--- src/rtl/scoreboard_generator_pkg.sv ---
// Shared constants, cell identifiers and the saturating BCD step
// used by the scoreboard generator and its counters.
package scoreboard_generator_pkg;

    localparam int          CELL_W      = 16;
    localparam int          ROW_H       = 10;
    localparam int          DIGIT_W     = 5;
    localparam logic [3:0]  BLANK_DIGIT = 4'hF;
    localparam logic [7:0]  SCORE_MAX   = 8'h99;

    typedef enum logic [2:0] {
        CELL_NONE,
        CELL_P1_TENS,
        CELL_P1_ONES,
        CELL_P2_TENS,
        CELL_P2_ONES
    } cell_e;

    // Packed BCD +1 that holds at 99
    function automatic logic [7:0] bcd_inc_sat(input logic [7:0] s);
        logic [7:0] r;
        if (s == SCORE_MAX) begin
            r = s;
        end else if (s[3:0] == 4'd9) begin
            r = {s[7:4] + 4'd1, 4'd0};
        end else begin
            r = {s[7:4], s[3:0] + 4'd1};
        end
        return r;
    endfunction

endpackage

--- src/rtl/scoreboard_generator_counter.sv ---
// Two-digit saturating BCD score with rising-edge point detection.
// A point request held high across reset release is ignored until it drops.
module bcd_score_counter
    import scoreboard_generator_pkg::*;
(
    input  logic       clk,
    input  logic       i_rst_n,
    input  logic       i_inc,
    input  logic       i_clear,
    output logic [7:0] o_score
);

    logic [7:0] r_score;
    logic       r_prev;
    logic       r_armed;
    logic       w_rise;

    assign w_rise  = i_inc & ~r_prev & r_armed;
    assign o_score = r_score;

    always_ff @(posedge clk) begin
        if (!i_rst_n) begin
            r_score <= 8'h00;
            r_prev  <= 1'b0;
            r_armed <= 1'b0;
        end else begin
            r_prev  <= i_inc;
            // armed once the request has been seen low since reset
            r_armed <= r_armed | ~i_inc;
            if (i_clear) begin
                r_score <= 8'h00;
            end else if (w_rise) begin
                r_score <= bcd_inc_sat(r_score);
            end
        end
    end

endmodule

--- src/rtl/scoreboard_generator.sv ---
// Two-player score display: BCD counters plus a pixel generator that
// addresses an external 5x5 digit ROM and registers the lit pixel.
module scoreboard_generator
    import scoreboard_generator_pkg::*;
#(
    parameter int ROW_TOP = 16,
    parameter int P1_X    = 32,
    parameter int P2_X    = 192
) (
    input  logic       clk,
    input  logic       reset,
    input  logic [8:0] hpos,
    input  logic [8:0] vpos,
    input  logic       display_on,
    input  logic       inc_p1,
    input  logic       inc_p2,
    input  logic       clear_scores,
    output logic [3:0] digit,
    output logic [2:0] yofs,
    input  logic [4:0] bits,
    output logic       score_gfx,
    output logic [7:0] score1,
    output logic [7:0] score2
);

    localparam logic [8:0] ROW_FIRST = 9'(ROW_TOP);
    localparam logic [8:0] ROW_LAST  = 9'(ROW_TOP + ROW_H - 1);
    localparam logic [4:0] P1T_COL   = 5'(P1_X / CELL_W);
    localparam logic [4:0] P1O_COL   = 5'(P1_X / CELL_W + 1);
    localparam logic [4:0] P2T_COL   = 5'(P2_X / CELL_W);
    localparam logic [4:0] P2O_COL   = 5'(P2_X / CELL_W + 1);

    logic [7:0] w_score1;
    logic [7:0] w_score2;
    logic       w_in_row;
    logic [4:0] w_col;
    logic [2:0] w_xofs;
    cell_e      w_cell;
    logic [3:0] w_digit;
    logic       w_in_cell;
    logic       w_lit;
    logic       w_unused;
    logic       r_gfx;

    bcd_score_counter u_p1 (
        .clk     (clk),
        .i_rst_n (reset),
        .i_inc   (inc_p1),
        .i_clear (clear_scores),
        .o_score (w_score1)
    );

    bcd_score_counter u_p2 (
        .clk     (clk),
        .i_rst_n (reset),
        .i_inc   (inc_p2),
        .i_clear (clear_scores),
        .o_score (w_score2)
    );

    assign w_in_row = (vpos >= ROW_FIRST) && (vpos <= ROW_LAST);
    assign w_col    = hpos[8:4];
    assign w_xofs   = hpos[3:1];
    assign w_unused = hpos[0];

    always_comb begin
        w_cell = CELL_NONE;
        if (w_in_row) begin
            unique case (1'b1)
                (w_col == P1T_COL): w_cell = CELL_P1_TENS;
                (w_col == P1O_COL): w_cell = CELL_P1_ONES;
                (w_col == P2T_COL): w_cell = CELL_P2_TENS;
                (w_col == P2O_COL): w_cell = CELL_P2_ONES;
                default:            w_cell = CELL_NONE;
            endcase
        end
    end

    always_comb begin
        w_digit = BLANK_DIGIT;
        case (w_cell)
            CELL_P1_TENS: w_digit = w_score1[7:4];
            CELL_P1_ONES: w_digit = w_score1[3:0];
            CELL_P2_TENS: w_digit = w_score2[7:4];
            CELL_P2_ONES: w_digit = w_score2[3:0];
            default:      w_digit = BLANK_DIGIT;
        endcase
    end

    // leftmost ROM column is bits[4]; cell columns 10..15 stay dark
    always_comb begin
        w_lit = 1'b0;
        case (w_xofs)
            3'd0:    w_lit = bits[4];
            3'd1:    w_lit = bits[3];
            3'd2:    w_lit = bits[2];
            3'd3:    w_lit = bits[1];
            3'd4:    w_lit = bits[0];
            default: w_lit = 1'b0;
        endcase
    end

    assign w_in_cell = (w_cell != CELL_NONE);

    always_ff @(posedge clk) begin
        if (!reset) begin
            r_gfx <= 1'b0;
        end else begin
            r_gfx <= display_on & w_in_cell & w_lit;
        end
    end

    assign digit     = w_digit;
    assign yofs      = w_in_row ? vpos[3:1] : 3'd0;
    assign score_gfx = r_gfx;
    assign score1    = w_score1;
    assign score2    = w_score2;

endmodule

--- config.mk ---
export PLATFORM = sky130hd
export DESIGN_NAME = scoreboard_generator
export DESIGN_NICKNAME = d
export VERILOG_FILES = /design/src/rtl/scoreboard_generator_pkg.sv /design/src/rtl/scoreboard_generator_counter.sv /design/src/rtl/scoreboard_generator.sv
export SDC_FILE = /design/constraint.sdc
export NUM_CORES = 1
export LEC_CHECK = 0
export BUFFER_PORTS_ARGS = -buffer_cell sky130_fd_sc_hd__buf_2
export CAP_MARGIN = 30
export CORE_ASPECT_RATIO = 1.1
export CORE_UTILIZATION = 47
export DETAILED_ROUTE_END_ITERATION = 10
export PLACE_DENSITY = 0.78
export SYNTH_ARGS = -nofsm -noshare
export SYNTH_HDL_FRONTEND = slang
export SYNTH_HIERARCHICAL = 1
export SYNTH_SLANG_ARGS = --single-unit
--- constraint.sdc ---
create_clock -name clk -period 2.1 [get_ports clk]
set_clock_uncertainty 0.1 [all_clocks]
set_input_delay 0.42 -clock clk [delete_from_list [all_inputs] [get_ports clk]]
set_output_delay 0.42 -clock clk [all_outputs]
set_load 0.02 [all_outputs]
==> results.sh <==
export IMPL_power_internal_w=0.0005152
export IMPL_synth_avg_cell_area_um2=8.750
export IMPL_first_pass_iters=4
export IMPL_track_usage=0.2453
export IMPL_synth_cell_types=38
export IMPL_cp_slowest_cell="a211o_1"
export IMPL_dpl_hpwl_um=2687
export IMPL_dieArea_um2=2970
export IMPL_cp_top_family="simple AND/OR/NAND/NOR gates"
export IMPL_core_um2=2544
export IMPL_grt_remaining_overflow=0
export IMPL_min_period_ns=1.996
export IMPL_ys_warn_count=6
export IMPL_postCtsSetupBuffers=0
export IMPL_p_sw_w=0.0001771
export IMPL_antenna_found_initial=0
export IMPL_via_per_inst=6.065
export IMPL_clockBufferDepth=2
export IMPL_tns_ns=0
export IMPL_arrival_ns=1.48
export IMPL_synth_top_cell_area_share=0.3246
export IMPL_drive_above_1_share=0.2985
export IMPL_crit_chain="buf_2, nor3_1, nand4b_1, a211o_1, buf_2"
export IMPL_cts_root_buf="clkbuf_4"
export IMPL_fmax_mhz=500.9
export IMPL_ioPinCount=53
export IMPL_synthCells=148
export IMPL_synth_largest_area_cell="dfxtp_1"
export IMPL_p_leak_nw=0.6614
export IMPL_pwr_share_seq=0.591
export IMPL_cts_resized_gates=0
export IMPL_layout_nets=235
export IMPL_clk_pin_slew_ns=0.13
export IMPL_route_detailed_drc=0
export IMPL_wl_per_cell_um=14.95
export IMPL_status="completed"
export IMPL_cts_tree="done"
export IMPL_die_width_um=52.05
export IMPL_fin_crit_sh=0.9506
export IMPL_hp_class="in2reg"
export IMPL_critPathMaxFanout=5
export IMPL_cts_buffers=3
export IMPL_power_density_nw_per_um2=428.9
export IMPL_yosysSeqAreaShare=0.3246
export IMPL_yosys_top_cells_area="dfxtp_1 32%, mux2i_1 5.4%, nand3b_1 4.1%"
export IMPL_max_cap_viol_count=0
export IMPL_clock_latency_ns=0.31
export IMPL_tightest_slew_ns=0.3783
export IMPL_synth_seq_cells=21
export IMPL_grt_pass1_vias=1284
export IMPL_clkSinkCount=21
export IMPL_ir_drop_uv=415.2
export IMPL_crit_required_ns=1.58
export IMPL_max_slew_margin_rel=0.7473
export IMPL_drtIter0Drc=45
export IMPL_drtAntennaViolNets=0
export IMPL_grt_setup_unrepaired="no"
export IMPL_cts_max_level=1
export IMPL_setup_viol=0
export IMPL_whs_ns=0.2405
export IMPL_combPwrFrac=0.113
export IMPL_gp_congestion=0.8551
export IMPL_initial_utilization=0.5091
export IMPL_cpMostUsedCell="buf_2"
export IMPL_pwr_share_clk=0.295
export IMPL_area_growth_pct=24.64
export IMPL_rows=19
export IMPL_end_kind="primary output"
export IMPL_slew_violations=0
export IMPL_syn_cell_area_um2=1295
export IMPL_vias=1407
export IMPL_sw_frac_of_total=0.2558
export IMPL_crit_buf_inv=2
export IMPL_cts_hold_buf=0
export IMPL_fillCellCount=226
export IMPL_grt_max_degree=13
export IMPL_path_class="in2out"
export IMPL_diodes=0
export IMPL_hold_violations=0
export IMPL_grt_pass1_wl_um=5644
export IMPL_synthesis_nets=181
export IMPL_cp_slowest_stage_delay_ns=0.33
export IMPL_die_y_um=57.06
export IMPL_startpoint_type="primary input"
export IMPL_wirelength_um=3468
export IMPL_numPortBuffers=50
flip-flops by register name, indices dropped and copies added, names as in the netlist:
signal / flops
u_p1/r_prev: 1
u_p2/o_score: 8
u_p2/r_armed: 1
u_p1/o_score: 8
u_p2/r_prev: 1
score_gfx: 1
u_p1/r_armed: 1
cell usage in the layout (no fill, tap or decap), types with 2 or more instances in the layout:
cell type | Yosys | routed
a211o_1 | 4 | 4
a211oi_1 | 2 | 2
a21boi_0 | 2 | 2
a21oi_1 | 10 | 10
a22oi_1 | 4 | 4
a31oi_1 | 6 | 6
and2_1 | 2 | 2
and3b_1 | 3 | 3
and4b_1 | 2 | 2
buf_2 | 1 | 50
buf_4 | 0 | 2
clkbuf_4 | 0 | 3
dfxtp_1 | 21 | 21
ha_1 | 4 | 4
inv_1 | 8 | 8
mux2i_1 | 7 | 7
nand2_1 | 5 | 5
nand2b_1 | 4 | 4
nand3_1 | 6 | 6
nand3b_1 | 7 | 7
nand4_1 | 2 | 2
nand4b_1 | 3 | 3
nor2b_1 | 3 | 3
nor3_1 | 7 | 7
nor3b_1 | 4 | 4
nor4_1 | 2 | 2
o21ai_0 | 5 | 5
o31ai_1 | 4 | 4
or2b_1 | 2 | 2
or3_1 | 3 | 3
or3b_4 | 2 | 2
or4_1 | 4 | 4
cell usage after synthesis, drive strengths merged:
library cell and instances:
or3 3, buf 1, a211oi 2, o31ai 4
nor2b 3, o211ai 1, nand3 6, and2 2
nand4b 3, or4 4, or3b 2, nor3 7
a21boi 2, inv 8, nor4b 1, a211o 4
mux2i 7, o21ai 5, mux2 1, a22oi 4
dfxtp 21, a31oi 6, nor4 2, and3b 3
and2b 1, and4b 2, nand2 5, nor3b 5
or2b 2, or4bb 1, a311oi 1, ha 4
nand2b 4, nand4 2, nand3b 7, clkbuf 2
a21oi 10
stage by stage:
stage,util,worst slack [ns],power [W],area [um^2],instances
after floorplan,-,0.09565,0.0004563,1295,148
after global placement,0.6237,0.1091,0.0004917,1587,228
after detailed placement,0.6237,0.1152,0.0004960,1587,228
after CTS,0.6345,0.1009,0.0006980,1614,232
after global routing,0.6345,0.01644,0.0007184,1614,232
final,0.6345,0.1037,0.0006923,1614,232
worst paths after layout:
| check | from | end | slack [ns] | depth (start not counted) |
|---|---|---|---|---|
| min | inc_p2 | u_p2/r_armed | 0.24 | 2 |
| min reg2reg | u_p2/r_armed | u_p2/r_armed | 0.41 | 2 |
| max | vpos[7] | digit[3] | 0.10 | 5 |
| max reg2reg | u_p1/o_score[5] | u_p1/o_score[4] | 0.32 | 5 |
logic make-up (layout without fill, tap and decap cells):
| family | count (synthesis) | after routing | synth area share |
|---|---|---|---|
| fa+ha+maj | 4 | 4 | 0.03865 |
| compound gates | 39 | 39 | 0.1961 |
| buf+inv | 11 | 64 | 0.03285 |
| flops | 21 | 21 | 0.3246 |
| mux | 8 | 8 | 0.06280 |
| simple gates | 65 | 65 | 0.3449 |
final cells by class:
cell class | count | area, um^2 | area share
tap | 31 | 38.79 | 0.02403
timing repair buffer | 52 | 265.3 | 0.1643
multi-input combinational | 116 | 832.0 | 0.5155
clock inverter | 1 | 5.005 | 0.003101
sequential | 21 | 420.4 | 0.2605
clock buffer | 3 | 22.52 | 0.01395
inverter | 8 | 30.03 | 0.01860
per-layer routing:
layer	track usage	wire length, um
met1	0.2791	1372
met3	0.03200	139
met4	0.05405	27
met5	0	0
met2	0.4689	1929
power by group through the flow:
stage / clock network [W] / logic (W) / registers (W)
final: 0.000204 / 0.0000785 / 0.000409
after global routing: 0.000222 / 0.0000858 / 0.000411
after CTS: 0.000210 / 0.0000782 / 0.000409
after detailed placement: 0 / 0.0000777 / 0.000418
after global placement: 0 / 0.0000739 / 0.000418
after floorplan: 0 / 0.0000380 / 0.000418
Power figures use the tool's default switching activity.
